File: config.mk
export PLATFORM = sky130hd
export DESIGN_NAME = key_pulse_gen
export DESIGN_NICKNAME = d
export VERILOG_FILES = /design/src/rtl/key_pulse_gen.sv
export SDC_FILE = /design/constraint.sdc
export NUM_CORES = 1
export LEC_CHECK = 0
export CORE_MARGIN = 2
export CORE_UTILIZATION = 40
export DETAILED_ROUTE_END_ITERATION = 8
export GPL_ROUTABILITY_DRIVEN = 0
export HOLD_SLACK_MARGIN = 0.03
export PLACE_DENSITY_LB_ADDON = 0.08
export SLEW_MARGIN = 20
export SYNTH_ARGS = -nofsm -noshare
export SYNTH_HDL_FRONTEND = slang
export SYNTH_SLANG_ARGS = --single-unit
export TNS_END_PERCENT = 30
File: constraint.sdc
create_clock -name clk -period 6.55 [get_ports clk]
set_input_delay 0.9825 -clock clk [delete_from_list [all_inputs] [get_ports clk]]
set_output_delay 0.9825 -clock clk [all_outputs]
set_load 0.01 [all_outputs]
File: src/rtl/key_pulse_gen.sv
// key_pulse_gen
//   Turns the five decoded key levels {ENTER,RIGHT,LEFT,DOWN,UP} into clean
//   one-cycle command pulses. It detects edges, lets only one key win per cycle,
//   and auto-repeats direction keys while they are held.
//
// Parameters
//   HOLD_CYCLES    cycles a repeating key must be held before its first repeat pulse
//   REPEAT_CYCLES  cycles between later repeat pulses (must not exceed HOLD_CYCLES)
//   REPEAT_MASK    per-key repeat enable, bit order {ENTER,RIGHT,LEFT,DOWN,UP}
//
// Ports
//   clk         system clock
//   rst         asynchronous reset, active-low
//   en          1 = generate pulses; 0 = suppress pulses and hold the FSM in IDLE
//   key_level   raw held key levels, already in the clk domain
//   key_pulse   registered one-hot (or zero) command pulse, one cycle wide
//   key_held    registered copy of key_level
//   active_key  index 0-4 of the key that owns the repeat timer, 7 when none
module key_pulse_gen #(
  parameter int unsigned HOLD_CYCLES   = 50_000_000,
  parameter int unsigned REPEAT_CYCLES = 10_000_000,
  parameter logic [4:0]  REPEAT_MASK   = 5'b01111
) (
  input  logic       clk,
  input  logic       rst,
  input  logic       en,
  input  logic [4:0] key_level,
  output logic [4:0] key_pulse,
  output logic [4:0] key_held,
  output logic [2:0] active_key
);

  localparam int unsigned NKEYS = 5;
  localparam int unsigned IDXW  = 3;
  localparam int unsigned CW    = $clog2(HOLD_CYCLES + 1);

  localparam logic [IDXW-1:0] NO_KEY    = IDXW'(7);
  localparam logic [IDXW-1:0] IDX_UP    = IDXW'(0);
  localparam logic [IDXW-1:0] IDX_DOWN  = IDXW'(1);
  localparam logic [IDXW-1:0] IDX_LEFT  = IDXW'(2);
  localparam logic [IDXW-1:0] IDX_RIGHT = IDXW'(3);
  localparam logic [IDXW-1:0] IDX_ENTER = IDXW'(4);

  localparam logic [CW-1:0] HOLD_LOAD   = CW'(HOLD_CYCLES - 1);
  localparam logic [CW-1:0] REPEAT_LOAD = CW'(REPEAT_CYCLES - 1);

  // ENTER is a confirm key; it never repeats, whatever the mask says.
  localparam logic [NKEYS-1:0] REPEAT_EN = REPEAT_MASK & NKEYS'(5'b01111);

  typedef enum logic [1:0] {
    IDLE   = 2'd0,
    HOLD   = 2'd1,
    REPEAT = 2'd2
  } state_t;

  state_t           state;
  logic [CW-1:0]    cnt;
  // Cleared by reset, set after the first edge: keys held through reset
  // release must not look like fresh presses.
  logic             armed;

  logic [NKEYS-1:0] rise;
  logic [NKEYS-1:0] active_onehot;
  logic [NKEYS-1:0] cand;
  logic             win_any;
  logic [IDXW-1:0]  win_idx;
  logic [NKEYS-1:0] win_onehot;
  logic             active_released;

  // Rising edges of the key levels against the previous sample.
  always_comb begin
    rise = '0;
    if (armed) begin
      rise = key_level & ~key_held;
    end
  end

  // One-hot of the key that owns the timer. It is zero when no key owns it.
  always_comb begin
    active_onehot = '0;
    case (active_key)
      IDX_UP:    active_onehot = NKEYS'(5'b00001);
      IDX_DOWN:  active_onehot = NKEYS'(5'b00010);
      IDX_LEFT:  active_onehot = NKEYS'(5'b00100);
      IDX_RIGHT: active_onehot = NKEYS'(5'b01000);
      IDX_ENTER: active_onehot = NKEYS'(5'b10000);
      default:   active_onehot = '0;
    endcase
  end

  // The active key is held by definition, so it cannot rise. Masking it here
  // also keeps "new rise on another key" honest.
  always_comb begin
    cand            = rise & ~active_onehot;
    active_released = (key_level & active_onehot) == '0;
  end

  // Priority ENTER > UP > DOWN > LEFT > RIGHT. Losing rises are dropped.
  always_comb begin
    win_any    = |cand;
    win_idx    = IDX_UP;
    win_onehot = '0;
    if (cand[IDX_ENTER]) begin
      win_idx    = IDX_ENTER;
      win_onehot = NKEYS'(5'b10000);
    end else if (cand[IDX_UP]) begin
      win_idx    = IDX_UP;
      win_onehot = NKEYS'(5'b00001);
    end else if (cand[IDX_DOWN]) begin
      win_idx    = IDX_DOWN;
      win_onehot = NKEYS'(5'b00010);
    end else if (cand[IDX_LEFT]) begin
      win_idx    = IDX_LEFT;
      win_onehot = NKEYS'(5'b00100);
    end else if (cand[IDX_RIGHT]) begin
      win_idx    = IDX_RIGHT;
      win_onehot = NKEYS'(5'b01000);
    end
  end

  // Input stage, arbitration and hold/repeat FSM. All outputs are registered.
  always_ff @(posedge clk or negedge rst) begin
    if (!rst) begin
      state      <= IDLE;
      cnt        <= '0;
      armed      <= 1'b0;
      key_held   <= '0;
      key_pulse  <= '0;
      active_key <= NO_KEY;
    end else begin
      key_held  <= key_level;
      armed     <= 1'b1;
      key_pulse <= '0;

      if (!en) begin
        state      <= IDLE;
        cnt        <= '0;
        active_key <= NO_KEY;
      end else if (win_any) begin
        // A fresh press beats release and timer expiry. It restarts as if from IDLE.
        key_pulse <= win_onehot;
        if (REPEAT_EN[win_idx]) begin
          state      <= HOLD;
          cnt        <= HOLD_LOAD;
          active_key <= win_idx;
        end else begin
          state      <= IDLE;
          cnt        <= '0;
          active_key <= NO_KEY;
        end
      end else begin
        case (state)
          IDLE: begin
            cnt        <= '0;
            active_key <= NO_KEY;
          end
          HOLD, REPEAT: begin
            if (active_released) begin
              // Release beats expiry. No pulse is sent in this cycle.
              state      <= IDLE;
              cnt        <= '0;
              active_key <= NO_KEY;
            end else if (cnt == '0) begin
              key_pulse <= active_onehot;
              cnt       <= REPEAT_LOAD;
              state     <= REPEAT;
            end else begin
              cnt <= cnt - CW'(1);
            end
          end
          default: begin
            state      <= IDLE;
            cnt        <= '0;
            active_key <= NO_KEY;
          end
        endcase
      end
    end
  end

endmodule

==> run_results.csv, run 1 <==
group,metric,value,unit
sta,max_freq,0.376,GHz
routing,firstDrtPassIters,4,
clocking,cts_buffer_depth,2,
run,drv_cap,0,
worst_setup_path,worstPathRequired,6.71,ns
grt,grt_pass1_wl,8950,microns
worst_setup_path,r2r_start,"cnt[6]",
grt,antenna_found_initial,0,
cells_and_area,synthToLayoutAreaGrowth,15.7,%
power_and_ir_drop,switching_power,0.181,mW
clocking,cts_sinks,42,
routing,routed_wirelength,4940,microns
sta,period_share,40.6,%
run_status,status,"completed",
clocking,cts_resized,0,
worst_setup_path,slowest_stage,"clkdlybuf4s50_1",
yosys,synth_seq_area_share,46.8,%
grt,grt_start_max_net_pins,43,
power_and_ir_drop,p_leak,1.05,nW
placed_design,place.port_buffers,20,
cells_and_area,layout.nets,258,
sta,fin_tns_setup,0,ns
floorplanning,core,5470,sq um
placed_design,place_inst,312,
yosys,synth_top_flop_cell,"dfrtp_1",
sta,finalSetupViolations,0,
worst_setup_path,end_kind,"flip-flop",
worst_setup_path,critPathMaxFanout,22,
floorplanning,ios,21,
sta,maxSlewViolCount,0,
cells_and_area,num_antenna_cells,0,
clocking,numCtsBuffers,5,
worst_setup_path,r2r_end,"cnt[13]",
sta,max_slew_margin,38.4,%
worst_setup_path,cpPeakStageDelay,0.45,ns
routing,vias,1749,
worst_setup_path,critPathKind,"input port to flip-flop",
sta,hold_viol_final,0,
min_path,hold_end,"state[0]",
grt,grt_pass1_vias,1775,
yosys,synth-edff-count,0,
min_path,hold_class,"flip-flop to flip-flop",
placed_design,hpwl,3430,microns
sta,period_minus_slack,2.66,ns
clocking,clkLatencyLatePin,0.30,ns
yosys,mappedNetlistArea,2260,sq um
cells_and_area,multi_input_area,1120,sq um
cells_and_area,nFillCells,543,
yosys,synth_cell_types,51,
cells_and_area,seq_area,1050,sq um
yosys,netlist_instances,229,
clocking,tritoncts,"done",
power_and_ir_drop,netSwitchingFraction,28.5,%
min_path,min_from,"state[0]",
routing,avgRoutedWirePerCell,15.4,microns
floorplanning,start_util,41.2,%
min_path,whs_path_depth,2,
clocking,cts_setup_buffers,0,
grt,grt_use_total,18.3,%
routing,vias_per_cell,5.47,
sta,rsz0062_at_grt,"false",
clocking,cts_root_buf,"clkbuf_8",
worst_setup_path,r2r_slack,4.13,ns
power_and_ir_drop,p_clk_share,33.6,%
clocking,htree_levels,2,
floorplanning,die_area,6260,sq um
yosys,yosys_warnings,0,
floorplanning,dieWidth,79.1,microns
worst_setup_path,r2r_cells,5,
power_and_ir_drop,internal_power,0.456,mW
power_and_ir_drop,pwr-share-comb,21.1,%
cells_and_area,drive_gt1_share,10.1,%
sta,fin_worst_skew,0.0106,ns
power_and_ir_drop,pwr-share-seq,45.4,%
routing,drc,0,
yosys,syn-num-nets,240,
yosys,synth_seq_cells,42,
yosys,syn_avg_cell_area,9.85,sq um
floorplanning,rows,27,
power_and_ir_drop,vdd_drop_max,0.104,mV
floorplanning,die_h,79.1,microns
sta,tightest_slew,0.924,ns
worst_setup_path,crit_path_start_kind,"input port",
yosys,synthArstFlopShare,100,%
cells_and_area,instances_no_fill,320,
grt,grt-ovfl-total,0,
clocking,cts.clk_slew.worst_paths,0.08,ns
routing,ant_nets,0,
clocking,cts_hold_buf,0,
worst_setup_path,arrival,2.82,ns
routing,drtIter0Drc,135,
worst_setup_path,crit_chain,"clkdlybuf4s50_1 > mux2_2 > a32o_1 > a31o_2 > o21ai_1 > a21oi_1",
power_and_ir_drop,cellPowerDensity,244,nW/um^2
worst max-delay path by stage:
stage                             from       end  slack [ns]  depth (start not counted)
final                     key_level[1]   cnt[15]        3.89                          6
after detailed placement  key_level[1]   cnt[15]        3.58                          6
after CTS                 key_level[1]   cnt[15]        3.89                          6
after global placement    key_level[1]   cnt[15]        3.56                          6
after floorplan           key_level[3]  state[0]        4.25                          6
after global routing      key_level[2]   cnt[15]        3.75                          6
logic make-up after synthesis:
family          after synthesis  synth area share, %
simple gates                 92                 24.8
other cells                   1                0.166
buf+inv                      17                 3.61
flops                        42                 46.8
mux                           2                0.998
fa+ha+maj                     3                 1.66
xor+xnor                     22                 8.54
compound gates               50                 13.5
synthesized netlist by cell type, types with 2 or more instances:
| library cell | n | share of area, % |
|---|---|---|
| or4_4 | 2 | 1.0 |
| or4_1 | 2 | 0.67 |
| or2_2 | 2 | 0.55 |
| nor3_1 | 7 | 1.6 |
| nand3b_1 | 2 | 0.67 |
| dfstp_2 | 3 | 3.5 |
| nand3_1 | 5 | 1.1 |
| o21ai_0 | 12 | 2.7 |
| o22ai_1 | 2 | 0.55 |
| mux2_2 | 2 | 1.0 |
| nor4_2 | 2 | 1.1 |
| xnor2_1 | 10 | 3.9 |
| or3_1 | 4 | 1.1 |
| xor2_1 | 12 | 4.7 |
| nor3_2 | 2 | 0.89 |
| inv_1 | 7 | 1.2 |
| nor4_1 | 4 | 1.1 |
| o211ai_1 | 2 | 0.67 |
| nand2b_1 | 2 | 0.55 |
| buf_4 | 2 | 0.67 |
| nor3b_1 | 6 | 2.0 |
| nor2_1 | 21 | 3.5 |
| a21oi_1 | 17 | 3.8 |
| a211oi_1 | 6 | 2.0 |
| dfrtp_1 | 39 | 43 |
| buf_2 | 2 | 0.44 |
| ha_1 | 3 | 1.7 |
| nand2_1 | 11 | 1.8 |
| clkbuf_1 | 5 | 0.83 |
| nor2b_1 | 4 | 1.1 |
| nand4_1 | 6 | 1.7 |
| o21ai_1 | 4 | 0.89 |
power groups by stage:
stage	logic [mW]	registers (mW)	clock network [mW]
final	0.134	0.289	0.214
after global routing	0.152	0.291	0.236
after CTS	0.136	0.289	0.222
after detailed placement	0.135	0.294	0
after global placement	0.137	0.294	0
after floorplan	0.0977	0.292	0
cells in the final DEF, fill, tap and decap left out, types with 3 or more instances in the layout:
cell type,instances
a211oi_1,6
dfrtp_1,39
or3_1,4
nor2b_1,4
nor3_1,7
o21ai_0,12
inv_1,7
nor2_1,21
nor3b_1,6
clkdlybuf4s50_1,19
o21ai_1,4
nand2_1,11
nand4_1,6
xnor2_1,10
xor2_1,12
a21oi_1,17
clkbuf_8,6
nand3_1,5
ha_1,3
dfstp_2,3
nor4_1,4
through the flow:
step | hold WS [ns] | power [mW] | setup slack, ns | area, sq um | utilization [%]
2_1_floorplan | 0.502 | 0.390 | 4.25 | 2260 | -
3_3_place_gp | 0.526 | 0.431 | 3.56 | 2490 | 45.6
3_5_place_dp | 0.535 | 0.429 | 3.58 | 2490 | 45.6
4_1_cts | 0.550 | 0.647 | 3.89 | 2610 | 47.7
5_1_grt | 0.578 | 0.680 | 3.75 | 2610 | 47.7
6_report | 0.549 | 0.637 | 3.89 | 2610 | 47.7
metal layers:
metal  wire, microns  vias up  part of all wire [%]  track usage [%]
met3             170        2                   3.4             3.75
met1            2470      855                    50             27.3
met2            2260       31                    46             26.5
met4              27        0                  0.55             6.03
met5               0        -                     0                0
li1                -      861                     -                -
sequential cells by signal, indices dropped and copies added, names as in the netlist:
name / count
key_held: 5
armed: 1
cnt: 26
key_pulse: 5
active_key: 3
state: 2
final cells by class:
cell class                 count  area share [%]
clock buffer                   7            3.31
timing repair buffer          21            7.77
tap                           72            3.45
multi-input combinational    170            42.9
clock inverter                 1            1.15
inverter                       7            1.01
sequential                    42            40.4
worst max-delay path, delay by kind of cell:
family                 cells  cell delay (ns)
AOI/OAI and AO/OA          4             1.11
buffers and inverters      1             0.45
muxes                      1             0.27
(Power assumes the default switching activity.)
==> inputs of run 2 (changes only) <==
Clock period 6.55 ns to 2.78 ns, I/O delays scaled along.
==> run 2 against run 1 <==
Net effect: clock-buffer cell count shrank 1; critical endpoint is now cnt[22]; largest cell class unchanged; first-iteration DRC count down 13%; die area stayed put; sequential power rose by 140%; power rose by 140%; via count up 1.8%; combinational power rose to 2.5 times the previous value.
==> run_results.csv, run 2 (same netlist as run 1, synthesis figures left out) <==
group,metric,value,unit
clocking,cts_setup_buffers,0,
routing,routed_wirelength,5090,microns
grt,grtUsageMet1,26.3,%
cells_and_area,num_antenna_cells,0,
clocking,clkLatencyLatePin,0.29,ns
grt,grt.met3_usage,3.75,%
grt,grt_start_max_net_pins,43,
clocking,cts.clk_slew.worst_paths,0.08,ns
placed_design,hpwl,3570,microns
grt,grt-ovfl-total,0,
sta,finalSetupViolations,0,
sta,period_minus_slack,2.39,ns
clocking,numCtsBuffers,5,
worst_setup_path,arrival,2.61,ns
floorplanning,rows,27,
sta,maxSlewViolCount,0,
worst_setup_path,worstPathRequired,3.00,ns
cells_and_area,layout.nets,264,
sta,tightest_slew,0.938,ns
sta,hold_viol_final,0,
clocking,cts_hold_buf,0,
routing,vias,1781,
floorplanning,start_util,41.2,%
grt,antenna_found_initial,0,
worst_setup_path,critPathMaxFanout,5,
sta,fin_worst_skew,0.00590,ns
routing,drc,0,
clocking,cts_buffer_depth,2,
grt,grt_use_total,17.9,%
run,drv_cap,0,
worst_setup_path,end_kind,"flip-flop",
cells_and_area,layout_commonest_cell,"dfrtp_1",
grt,grt_pass1_vias,1760,
placed_design,dpl_cell_area,2540,sq um
cells_and_area,regMostFlops,"cnt",
worst_setup_path,r2r_cells,7,
floorplanning,die_area,6260,sq um
floorplanning,die_h,79.1,microns
routing,avgRoutedWirePerCell,15.6,microns
sta,max_slew_margin,37.5,%
routing,drtIter0Drc,117,
cells_and_area,mostFrequentLayoutCells,"dfrtp_1, nor2_1, clkdlybuf4s50_1",
clocking,cts_root_buf,"clkbuf_8",
floorplanning,ios,21,
floorplanning,core,5470,sq um
worst_setup_path,crit_path_start_kind,"flip-flop",
cells_and_area,reg.largest.list,"cnt (26), key_held (5), key_pulse (5)",
placed_design,place.port_buffers,20,
floorplanning,dieWidth,79.1,microns
grt,grt_most_used_layer,"met2",
power_and_ir_drop,p_leak,1.07,nW
grt,grt_pass1_wl,8760,microns
sta,period_share,86.0,%
sta,max_freq,0.418,GHz
sta,rsz0062_at_grt,"false",
routing,vias_per_cell,5.46,
cells_and_area,largest_reg_flops,26,
power_and_ir_drop,vdd_drop_max,0.260,mV
sta,fin_tns_setup,0,ns
cells_and_area,design_area,2650,sq um
routing,ant_nets,0,
cells_and_area,drive_gt1_share,12.2,%
clocking,htree_levels,2,
clocking,cts_sinks,42,
run_status,status,"completed",
power_and_ir_drop,cellPowerDensity,567,nW/um^2
clocking,cts_resized,0,
routing,firstDrtPassIters,4,
grt,use_met2,26.5,%
min_path,hold_class,"input port to async pin",
worst_setup_path,critPathKind,"flip-flop to flip-flop",
cells_and_area,synthToLayoutAreaGrowth,17.4,%
clocking,tritoncts,"done",
run 2: cell types whose count changed in the layout (fill, tap and decap cells not counted), sizes merged:
| cell | delta |
|---|---|
| buf | +6 |
| clkbuf | -1 |
| clkinvlp | +1 |
run 2: where the power goes:
part	switching, mW	leakage, nW	internal, mW
Sequential	0.0351	0.548	0.646
Clock	0.217	0.0514	0.268
Combinational	0.191	0.470	0.145
Total	0.443	1.07	1.06
run 2: per-stage QoR:
stage	util, %	cells	hold slack (ns)	worst slack (ns)	total power, mW
global route	48.4	326	0.335	0.212	1.59
global placement	46.4	318	0.539	0.368	1.03
detailed placement	46.4	318	0.537	0.365	1.03
finish	48.4	326	0.261	0.388	1.50
CTS	48.4	326	0.299	0.390	1.52
floorplan	-	229	0.121	0.644	0.919
run 2: final cells by class:
type | instances | area [sq um]
fillers | 545 | 2820
multi-input cells | 170 | 1120
flip-flops and latches | 42 | 1050
repair buffers | 27 | 248
well taps | 72 | 90.1
clock buffers | 6 | 72.6
clock inverters | 2 | 37.5
inverters | 7 | 26.3
run 2: worst paths after layout:
path	slack, ns	startpoint	end
hold / removal	0.26	rst	cnt[3]
min in group clk	0.55	state[0]	state[0]
setup / recovery	0.39	cnt[0]	cnt[22]
setup reg to reg	0.39	cnt[0]	cnt[22]
hold reg to reg	0.55	state[0]	state[0]
max in group asynchronous	1.93	rst	key_held[4]
run 2: worst max-delay path, stage by stage, from the launching register on:
cell and delay (ns):
dfrtp_1 0.40, inv_1 0.10, ha_1 0.22, or4b_1 0.61, nor4_4 0.28, or3b_1 0.41
xor2_1 0.15, o21ai_1 0.15
run 2: metal layers:
| metal | share of wire (%) | routed length [microns] | vias to the layer above |
|---|---|---|---|
| li1 | - | - | 872 |
| met1 | 52 | 2660 | 868 |
| met2 | 43 | 2200 | 34 |
| met3 | 3.4 | 172 | 7 |
| met4 | 1.2 | 63 | 0 |
| met5 | 0 | 0 | - |
